File: src/rtl/rdb_entry_scheduler.sv
// RDB entry scheduler: allocates read-data-buffer entries, issues SRAM reads,
// strobes RDB writes after the SRAM latency and drains entries in order.
module rdb_entry_scheduler #(
  parameter int ENTRY_NUM       = 16,
  parameter int ENTRY_ID_WIDTH  = $clog2(ENTRY_NUM),
  parameter int TXN_ID_WIDTH    = 8,
  parameter int READ_SRAM_DELAY = 10
) (
  input  logic                      clk,
  input  logic                      rst,
  input  logic                      req_vld,
  input  logic [TXN_ID_WIDTH-1:0]   req_txn_id,
  output logic                      req_rdy,
  output logic                      sram_rd_vld,
  output logic [ENTRY_ID_WIDTH-1:0] sram_rd_idx,
  output logic                      rdb_wr_en,
  output logic [ENTRY_ID_WIDTH-1:0] rdb_wr_addr,
  output logic                      us_vld,
  output logic [ENTRY_ID_WIDTH-1:0] us_idx,
  output logic [TXN_ID_WIDTH-1:0]   us_txn_id,
  input  logic                      us_rdy,
  output logic                      rdb_rd_en,
  output logic                      done_vld,
  output logic [ENTRY_ID_WIDTH-1:0] done_idx,
  output logic [ENTRY_ID_WIDTH:0]   occupancy,
  output logic                      err
);

  localparam int W = ENTRY_ID_WIDTH;
  localparam int D = READ_SRAM_DELAY;

  typedef logic [W-1:0]            idx_t;
  typedef logic [TXN_ID_WIDTH-1:0] txn_t;
  typedef logic [W:0]              cnt_t;

  localparam cnt_t FULL_CNT = cnt_t'(ENTRY_NUM);

  typedef enum logic [1:0] {
    E_FREE = 2'd0,
    E_PEND = 2'd1,
    E_RDY  = 2'd2
  } ent_e;

  ent_e state_q [ENTRY_NUM];
  ent_e state_d [ENTRY_NUM];
  txn_t txn_q   [ENTRY_NUM];
  txn_t txn_d   [ENTRY_NUM];
  idx_t ord_q   [ENTRY_NUM];
  idx_t ord_d   [ENTRY_NUM];

  idx_t head_q, head_d;
  idx_t tail_q, tail_d;
  cnt_t occ_q, occ_d;

  logic sram_vld_q, sram_vld_d;
  idx_t sram_idx_q, sram_idx_d;

  logic [D-1:0]        pipe_vld_q, pipe_vld_d;
  logic [D-1:0][W-1:0] pipe_idx_q, pipe_idx_d;

  logic done_vld_q, done_vld_d;
  idx_t done_idx_q, done_idx_d;
  logic err_q, err_d;

  logic full;
  logic empty;
  logic found;
  logic accept;
  logic hs;
  logic wr_en;
  idx_t alloc_idx;
  idx_t head_idx;
  idx_t wr_addr;

  assign full     = (occ_q == FULL_CNT);
  assign empty    = (occ_q == '0);
  assign req_rdy  = !full;
  assign accept   = req_vld && req_rdy;
  assign head_idx = ord_q[head_q];
  assign wr_en    = pipe_vld_q[D-1];
  assign wr_addr  = pipe_idx_q[D-1];
  assign us_vld   = !empty && (state_q[head_idx] == E_RDY);
  assign hs       = us_vld && us_rdy;

  assign sram_rd_vld = sram_vld_q;
  assign sram_rd_idx = sram_idx_q;
  assign rdb_wr_en   = wr_en;
  assign rdb_wr_addr = wr_addr;
  assign us_idx      = head_idx;
  assign us_txn_id   = txn_q[head_idx];
  assign rdb_rd_en   = hs;
  assign done_vld    = done_vld_q;
  assign done_idx    = done_idx_q;
  assign occupancy   = occ_q;
  assign err         = err_q;

  // Lowest-index FREE entry from the registered state (no same-cycle reuse)
  always_comb begin
    found     = 1'b0;
    alloc_idx = '0;
    for (int i = 0; i < ENTRY_NUM; i++) begin
      if (!found && state_q[i] == E_FREE) begin
        found     = 1'b1;
        alloc_idx = idx_t'(i);
      end
    end
  end

  // Next-state: entry states, order queue, counters, latency pipe, error
  always_comb begin
    state_d    = state_q;
    txn_d      = txn_q;
    ord_d      = ord_q;
    head_d     = head_q;
    tail_d     = tail_q;
    occ_d      = occ_q;
    sram_vld_d = accept;
    sram_idx_d = accept ? alloc_idx : '0;
    done_vld_d = hs;
    done_idx_d = hs ? head_idx : '0;
    pipe_vld_d = '0;
    pipe_idx_d = '0;
    err_d      = err_q;

    if (wr_en && state_q[wr_addr] == E_PEND) begin
      state_d[wr_addr] = E_RDY;
    end
    if (wr_en && state_q[wr_addr] != E_PEND) begin
      err_d = 1'b1;
    end

    if (hs) begin
      state_d[head_idx] = E_FREE;
      head_d            = head_q + 1'b1;
    end

    if (accept) begin
      state_d[alloc_idx] = E_PEND;
      txn_d[alloc_idx]   = req_txn_id;
      ord_d[tail_q]      = alloc_idx;
      tail_d             = tail_q + 1'b1;
      if (full) begin
        err_d = 1'b1;
      end
    end

    unique case ({accept, hs})
      2'b10:   occ_d = occ_q + 1'b1;
      2'b01:   occ_d = occ_q - 1'b1;
      default: occ_d = occ_q;
    endcase

    pipe_vld_d[0] = sram_vld_q;
    pipe_idx_d[0] = sram_idx_q;
    for (int i = 1; i < D; i++) begin
      pipe_vld_d[i] = pipe_vld_q[i-1];
      pipe_idx_d[i] = pipe_idx_q[i-1];
    end
  end

  // State registers; reset discards all in-flight reads
  always_ff @(posedge clk or posedge rst) begin
    if (rst) begin
      for (int i = 0; i < ENTRY_NUM; i++) begin
        state_q[i] <= E_FREE;
        txn_q[i]   <= '0;
        ord_q[i]   <= '0;
      end
      head_q     <= '0;
      tail_q     <= '0;
      occ_q      <= '0;
      sram_vld_q <= 1'b0;
      sram_idx_q <= '0;
      pipe_vld_q <= '0;
      pipe_idx_q <= '0;
      done_vld_q <= 1'b0;
      done_idx_q <= '0;
      err_q      <= 1'b0;
    end else begin
      state_q    <= state_d;
      txn_q      <= txn_d;
      ord_q      <= ord_d;
      head_q     <= head_d;
      tail_q     <= tail_d;
      occ_q      <= occ_d;
      sram_vld_q <= sram_vld_d;
      sram_idx_q <= sram_idx_d;
      pipe_vld_q <= pipe_vld_d;
      pipe_idx_q <= pipe_idx_d;
      done_vld_q <= done_vld_d;
      done_idx_q <= done_idx_d;
      err_q      <= err_d;
    end
  end

endmodule

File: config.mk
export PLATFORM = sky130hd
export DESIGN_NAME = rdb_entry_scheduler
export DESIGN_NICKNAME = d
export VERILOG_FILES = /design/src/rtl/rdb_entry_scheduler.sv
export SDC_FILE = /design/constraint.sdc
export NUM_CORES = 1
export LEC_CHECK = 0
export BUFFER_PORTS_ARGS = -buffer_cell sky130_fd_sc_hd__buf_2
export CAP_MARGIN = 20
export CORE_ASPECT_RATIO = 0.75
export CORE_MARGIN = 1.5
export CORE_UTILIZATION = 45
export DETAILED_ROUTE_END_ITERATION = 10
export PLACE_DENSITY_LB_ADDON = 0.15
export SETUP_SLACK_MARGIN = 0.02
export SLEW_MARGIN = 20
export SYNTH_ARGS = -nofsm -noshare
export SYNTH_HDL_FRONTEND = slang
export SYNTH_SLANG_ARGS = --single-unit
File: constraint.sdc
create_clock -name clk -period 21.1 [get_ports clk]
set_clock_uncertainty 0.2 [all_clocks]
set_input_delay 6.33 -clock clk [delete_from_list [all_inputs] [get_ports clk]]
set_output_delay 6.33 -clock clk [all_outputs]
set_load 0.03 [all_outputs]
==> metrics.md, run 1 <==
| Metric | Value |
|---|---|
| Post-synth EDFFs | `0` |
| Worst relative slew slack | `31.2%` |
| Share of cells above drive strength 1 | `25.6%` |
| Sum Neg Setup Slack | `0 ns` |
| Hold Vio Cnt, Final | `0` |
| Worst Min Path Start | `pipe_idx_d[33]` |
| Register area share after synthesis | `56.5%` |
| Area of the core | `0.0290 mm²` |
| Avg WL per Cell | `20.8 µm` |
| Hold crit path type | `reg2reg` |
| Largest net degree at the start of global routing | `91` |
| Maximum fanout along the worst path | `23` |
| Synthesized instance count | `1095` |
| PwrDens | `103 mW/mm²` |
| Inserted Clock Buffers | `31` |
| DIE AREA | `0.0304 mm²` |
| Post-Synthesis Cell Area | `0.0132 mm²` |
| CP startpoint | `us_rdy` |
| Antenna Nets Post-Route | `0` |
| VDD IR max | `59.6 µV` |
| Prevailing post-synth register cell | `dfrtp_1` |
| Fmax | `69.3 MHz` |
| Skew-Pair Late Insertion Delay | `0.55 ns` |
| Pre-antenna DRT Iters | `7` |
| Max stage delay cell, worst path | `or4_1` |
| R2r endpoint | `occupancy[4]` |
| Crit path DAT | `7.90 ns` |
| Clock sink total | `298` |
| Seq cells post-synth | `298` |
| Die Height | `151 µm` |
| Num ports | `48` |
| Part of the cycle the worst path needs | `68.4%` |
| Post-DP HPWL | `20400 µm` |
| Status | `completed` |
| Post-DR vias/cell | `5.61` |
| Worst-Margin Slew | `1.03 ns` |
| Vias post-DR | `8654` |
| Hold endpoint | `pipe_idx_d[37]` |
| Post-synth net total | `1117` |
| Worst r2r path cells | `18` |
| Die X | `201 µm` |
| Vias in the first global route | `8365` |
| Slew Viols, Final | `0` |
| Critical Path End Type | `output port` |
| Nets | `1153` |
| Max Cap Viol | `0` |
| Crit-path max cell delay | `0.97 ns` |
| DR DRC count | `0` |
| Total power | `0.00153 W` |
| R2r startpoint | `head_q[0]` |
| N_diodes | `0` |
| Initial antenna violation count | `0` |
| H-Tree Depth | `1` |
| Startpoint types | `input pin` |
| Crit path time final | `14.43 ns` |
| Leak pwr | `6.87 nW` |
| Total track usage | `21.5%` |
| Post-CTS Setup Repair Bufs | `0` |
| Grt met1 use | `33.6%` |
| Clock transition at path regs | `0.06 ns` |
| RSZ-0062 raised after global routing | `no` |
| Routed WL | `32200 µm` |
| CTS tree | `yes` |
| Syn avg cell area | `12.1 µm²` |
| Hold Crit Depth | `0` |
| Number of hold buffers added after CTS | `0` |
| Grt total ovfl | `0` |
| First-pass GRT wire length | `50500 µm` |
| GRT met2 Usage | `31.3%` |
| Final setup fails | `0` |
| # rows | `54` |
| Port bufs | `47` |
| Netlist cell types | `59` |
| Top Usage Layer GRT | `met1` |
| YS warnings | `0` |
| Clk root buf | `clkbuf_16` |
| Syn-to-layout area delta | `12.6%` |
| Async S/R FF share, synth | `100%` |
| Starting DRC count in detailed routing | `652` |
| WS Path Type | `in2out` |
| R2r setup slk | `14.00 ns` |
| Met3 GRT Util | `3.40%` |
| Global placement routability congestion | `0.866` |
| Critical Path RT | `14.57 ns` |
| Starting density of the core | `45.6%` |
| Cts repair resizes | `0` |
| Critical Path, Cell by Cell | `buf_2 -> inv_1 -> or4_1 -> inv_1 -> buf_2` |
| Maximum clock insertion buffer count | `3` |
## where the power goes
group | internal, W | leakage, nW | total (W) | switching, W
clock | 0.000348 | 0.536 | 0.000572 | 0.000225
combinational | 0.000109 | 2.33 | 0.000333 | 0.000224
sequential | 0.000592 | 4.01 | 0.000623 | 0.0000318
total | 0.00105 | 6.87 | 0.00153 | 0.000480
## cells in the mapped netlist, drive strengths merged, types with 2 or more instances
| cell | n | area, µm² |
|---|---|---|
| xor2 | 4 | 35.0 |
| and3 | 3 | 18.8 |
| buf | 17 | 110 |
| nand4 | 2 | 12.5 |
| xnor2 | 7 | 61.3 |
| nand2b | 7 | 43.8 |
| a31oi | 11 | 68.8 |
| and2 | 19 | 119 |
| o21bai | 5 | 37.5 |
| nand3b | 8 | 60.1 |
| mux2i | 46 | 464 |
| nor4 | 4 | 25.0 |
| o311ai | 2 | 17.5 |
| nand3 | 6 | 30.0 |
| o31ai | 6 | 45.0 |
| a21oi | 18 | 93.8 |
| or2 | 3 | 18.8 |
| nor2 | 39 | 146 |
| o32a | 16 | 160 |
| o22ai | 11 | 82.6 |
| clkbuf | 42 | 158 |
| nor2b | 6 | 37.5 |
| o22a | 3 | 26.3 |
| ha | 9 | 113 |
| o211ai | 19 | 143 |
| o32ai | 3 | 26.3 |
| inv | 30 | 113 |
| nor3 | 9 | 45.0 |
| o21ai | 83 | 415 |
| o221ai | 3 | 32.5 |
| a211oi | 33 | 248 |
| a21o | 3 | 22.5 |
| dfrtp | 298 | 7460 |
| nor3b | 7 | 57.6 |
| clkinv | 2 | 7.51 |
| nand2 | 132 | 495 |
| mux4 | 15 | 338 |
| o21a | 3 | 22.5 |
| mux2 | 151 | 1700 |
## critical path, delay by kind of cell
family | cells | cell delay (ns)
buffers and inverters | 4 | 0.60
and+or+nand+nor | 1 | 0.97
## stage by stage
stage               std cells  utilization, %  setup WS, ns  area [µm²]  hold WS, ns
global route             1543            51.3          6.58       14900        0.152
detailed placement       1489            47.6          6.67       13800        0.135
floorplan                1095               -          6.34       13200        0.131
global placement         1488            47.5          6.66       13800        0.131
finish                   1543            51.3          6.67       14900        0.143
CTS                      1542            51.2          6.67       14900        0.146
## sequential cells by signal, summed over array words and instances, names as in the netlist
signal	cells
pipe_vld_q	10
sram_rd_vld	1
head_q	4
occupancy	5
done_idx	4
sram_rd_idx	4
done_vld	1
ord_q	64
pipe_idx_d	36
err	1
state_q	32
tail_q	4
rdb_wr_addr	4
txn_q	128
## layout make-up
cell class,count,area [µm²]
fillers,2543,14100
well taps,392,490
inverters,32,129
flip-flops and latches,298,7460
clock inverters,15,204
repair buffers,62,364
clock buffers,38,862
multi-input cells,706,5370
## cells in the final DEF, fill, tap and decap left out, types with 13 or more instances in the layout
cell and instances:
o21ai_0 83, buf_4 13, o211ai_1 19, a211oi_1 33
inv_1 26, clkbuf_16 31, buf_2 47, mux2_2 151
mux2i_1 44, dfrtp_1 298, a21oi_1 17, mux4_2 15
nor2_1 39, o32a_1 16, nand2_1 132, and2_1 19
## logic make-up (layout without fill, tap and decap cells)
kind of cell | after synthesis | in the layout | share of synthesized area (%)
DFF | 298 | 298 | 56.5
buffers and inverters | 91 | 147 | 2.94
xor gates and xnor gates | 11 | 11 | 0.729
AOI/OAI and AO/OA | 225 | 225 | 11.3
and+or+nand+nor | 248 | 248 | 8.57
adders and majority gates | 10 | 10 | 1.00
muxes | 212 | 212 | 18.9
## worst max-delay path by stage
stage,endpoint,depth (start not counted)
final,rdb_rd_en,5
after global routing,rdb_rd_en,5
after detailed placement,rdb_rd_en,5
after CTS,rdb_rd_en,5
after floorplan,done_idx[0],1
after global placement,rdb_rd_en,5
## per-layer routing
| layer | part of all wire, % | vias to the layer above | wire [µm] |
|---|---|---|---|
| li1 | - | 4016 | - |
| met1 | 52 | 4417 | 16600 |
| met2 | 43 | 171 | 13700 |
| met3 | 4.0 | 50 | 1270 |
| met4 | 1.8 | 0 | 587 |
| met5 | 0 | - | 0 |
No activity file was read; power rests on OpenSTA's default activity.
==> run 2, diff against run 1 <==
--- a/config.mk
+++ b/config.mk
@@ -5,6 +5,7 @@
 export SDC_FILE = /design/constraint.sdc
 export NUM_CORES = 1
 export LEC_CHECK = 0
+export ABC_AREA = 1
 export BUFFER_PORTS_ARGS = -buffer_cell sky130_fd_sc_hd__buf_2
 export CAP_MARGIN = 20
 export CORE_ASPECT_RATIO = 0.75
==> constraint.sdc (replaced) <==
create_clock -name clk -period 14.9 [get_ports clk]
set_clock_uncertainty 0.2 [all_clocks]
set_input_delay 4.47 -clock clk [delete_from_list [all_inputs] [get_ports clk]]
set_output_delay 4.47 -clock clk [all_outputs]
set_load 0.03 [all_outputs]
==> metrics.md, run 2 <==
| Metric | Value |
|---|---|
| Status | `completed` |
| Netlist cell types | `42 (-29%)` |
| Max Cap Viol | `0 (unchanged)` |
| Hold crit path type | `reg2reg` |
| Most frequent cell after synthesis | `nand2_1` |
| Commonest non-fill, non-tap cell in the layout | `nand2_1` |
| Final Cell Area | `0.0148 mm² (-0.38%)` |
| Routed WL | `35600 µm (+11%)` |
| Antenna Nets Post-Route | `0 (unchanged)` |
| Clock Power Share | `24.1% (-13 points)` |
| H-Tree Depth | `1 (unchanged)` |
| DIE AREA | `0.0307 mm² (+1.2%)` |
| Logic gate share of total power | `43.8% (+22 points)` |
| Area of the core | `0.0291 mm² (+0.47%)` |
| Total track usage | `23.7% (+2.3 points)` |
| Cts repair resizes | `0 (unchanged)` |
| Top cell type by total area after synthesis | `dfrtp_1` |
| Commonest cells after routing, fill and taps aside | `nand2_1, dfrtp_1, o21ai_0, inv_1, nor2_1` |
| Register area share after synthesis | `55.8% (-0.66 points)` |
| Post-synth net total | `1559 (+40%)` |
| Sw power | `0.00140 W (+190%)` |
| Initial antenna violation count | `0 (unchanged)` |
| Clock sink total | `298 (unchanged)` |
| Skew-Pair Late Insertion Delay | `0.57 ns (+0.02 ns)` |
| Share of cells above drive strength 1 | `9.60% (-16 points)` |
| Die Height | `152 µm (+0.58%)` |
| Die X | `202 µm (+0.58%)` |
| Post-DR vias/cell | `5.38 (-4.1%)` |
| Avg WL per Cell | `18.0 µm (-14%)` |
| Max reg flops | `128 (unchanged)` |
| RSZ-0062 raised after global routing | `no` |
| Sw frac | `45.2% (+14 points)` |
| Crit path time final | `10.26 ns` |
| Seq cells post-synth | `298 (unchanged)` |
| Leak pwr | `7.03 nW (+2.3%)` |
| Largest Register | `txn_q` |
| Post-Synthesis Cell Area | `0.0134 mm² (+1.2%)` |
| Vias post-DR | `10.6k (+23%)` |
| DR DRC count | `0 (unchanged)` |
| Worst relative slew slack | `35.9% (+4.7 points)` |
| Global placement routability congestion | `0.942 (+8.8%)` |
| WS Path Type | `in2out` |
| Post-CTS Setup Repair Bufs | `0 (unchanged)` |
| First-pass GRT wire length | `57800 µm (+15%)` |
| Synth top cells by count | `nand2_1, dfrtp_1, o21ai_0` |
| Post-synth EDFFs | `0 (unchanged)` |
| Maximum fanout along the worst path | `31 (+35%)` |
| N_diodes | `0 (unchanged)` |
| Grt total ovfl | `0 (unchanged)` |
| Prevailing post-synth register cell | `dfrtp_1` |
| Syn avg cell area | `8.69 µm² (-28%)` |
| Placed instance area | `0.0138 mm² (+0.39%)` |
| R2r setup slk | `9.34 ns (-4.66 ns)` |
| Register share of total power | `32.0% (-8.8 points)` |
| Worst setup path end | `rdb_rd_en` |
| Inserted Clock Buffers | `30 (-3.2%)` |
| YS warnings | `0 (unchanged)` |
| Starting DRC count in detailed routing | `920 (+41%)` |
| Area contributors post-synth | `dfrtp_1, nand2_1, o21ai_0` |
| Crit path DAT | `5.59 ns (-2.31 ns)` |
| Final setup fails | `0 (unchanged)` |
| Inst Count DP | `1923 (+29%)` |
| VDD IR max | `133 µV (+120%)` |
| Largest net degree at the start of global routing | `100 (+9.9%)` |
| R2r startpoint | `head_q[0]` |
| Fmax | `97.5 MHz` |
| Sum Neg Setup Slack | `0 ns (unchanged)` |
| Nets | `1585 (+37%)` |
| Num ports | `48 (unchanged)` |
| Non-Filler Instances | `1976 (+28%)` |
| Internal power | `0.00170 W (+62%)` |
| Worst-Margin Slew | `0.958 ns (-0.0735 ns)` |
| Startpoint types | `input pin` |
| Maximum clock insertion buffer count | `3 (unchanged)` |
| Worst r2r path cells | `23 (+5)` |
| Number of hold buffers added after CTS | `0 (unchanged)` |
| Synth top area share | `55.8% (-0.66 points)` |
| CP startpoint | `us_rdy` |
| Vias in the first global route | `9996 (+19%)` |
| Synthesized instance count | `1537 (+40%)` |
| Critical Path RT | `10.23 ns (-4.34 ns)` |
| Clk root buf | `clkbuf_16` |
| Syn-to-layout area delta | `10.9%` |
| R2r endpoint | `occupancy[4]` |
| # rows | `54 (unchanged)` |
| CTS tree | `yes` |
| Clock transition at path regs | `0.07 ns (about the same)` |
| Post-DP HPWL | `24000 µm (+18%)` |
| Async S/R FF share, synth | `100% (unchanged)` |
| Pre-antenna DRT Iters | `5 (-2)` |
| Part of the cycle the worst path needs | `68.8%` |
| PwrDens | `209 mW/mm² (+100%)` |
| Hold Vio Cnt, Final | `0 (unchanged)` |
| Slew Viols, Final | `0 (unchanged)` |
| Starting density of the core | `45.9% (+0.33 points)` |
| Port bufs | `47 (unchanged)` |
| Critical Path End Type | `output port` |
## run 2: changes by cell type after synthesis, sizes merged, moves of 72 or more
cell	delta
nand2	+304
o21ai	+156
mux2	-151
inv	+132
nand3	+72
## run 2: kinds of logic (layout without fill, tap and decap cells)
group | after synthesis | after routing | share of synthesized area (%)
AO/OA/AOI/OAI | 361 | 361 | 16.0
adder cells (fa/ha/maj) | 10 | 10 | 0.993
XOR/XNOR | 7 | 7 | 0.459
flip-flops | 298 | 298 | 55.8
AND/OR/NAND/NOR | 636 | 636 | 19.7
buffers and inverters | 225 | 272 | 7.04
## run 2: routing by layer
layer / part of all wire, % / vias to the layer above / track usage [%]
met4: 1.9 / 0 / 5.54
met1: 51 / 5158 / 38.9
met5: 0 / - / 0
met3: 7.0 / 45 / 4.19
met2: 40 / 332 / 32.0
li1: - / 5096 / -
## run 2: worst min-delay path by stage
stage,from,endpoint,slack [ns],depth (start not counted)
after global placement,pipe_idx_d[19],pipe_idx_d[23],0.13,0
after global routing,pipe_idx_d[24],pipe_idx_d[28],0.15,0
after floorplan,pipe_idx_d[6],pipe_idx_d[10],0.13,0
after detailed placement,pipe_idx_d[12],pipe_idx_d[16],0.13,0
final,pipe_idx_d[24],pipe_idx_d[28],0.15,0
after CTS,pipe_idx_d[4],pipe_idx_d[8],0.14,0
## run 2: metrics by stage
step / setup WS [ns] / hold WS, ns / total power, W / util [%]
2_1_floorplan: 2.00 / 0.131 / 0.00196 / -
3_3_place_gp: 4.70 / 0.132 / 0.00233 / 47.5
3_5_place_dp: 4.65 / 0.135 / 0.00235 / 47.5
4_1_cts: 4.65 / 0.142 / 0.00310 / 50.9
5_1_grt: 4.57 / 0.151 / 0.00328 / 50.9
6_report: 4.64 / 0.146 / 0.00310 / 50.9
## run 2: worst max-delay path, stage by stage
cell and delay (ns):
buf_2 0.15, nand3_4 0.34, clkinv_1 0.34, buf_2 0.27
## run 2: layout make-up
type | instances | area [µm²]
timing repair buffer | 56 | 303
fill | 2748 | 14300
clock inverter | 13 | 116
clock buffer | 40 | 860
inverter | 163 | 622
tap | 392 | 490
multi-input combinational | 1014 | 4970
sequential | 298 | 7460
## run 2: power groups by stage
stage               clock (W)  sequential [W]  combinational [W]
floorplan                   0         0.00100           0.000952
global placement            0         0.00101            0.00132
CTS                  0.000769        0.000993            0.00134
finish               0.000749        0.000994            0.00136
detailed placement          0         0.00101            0.00134
global route         0.000799         0.00101            0.00147
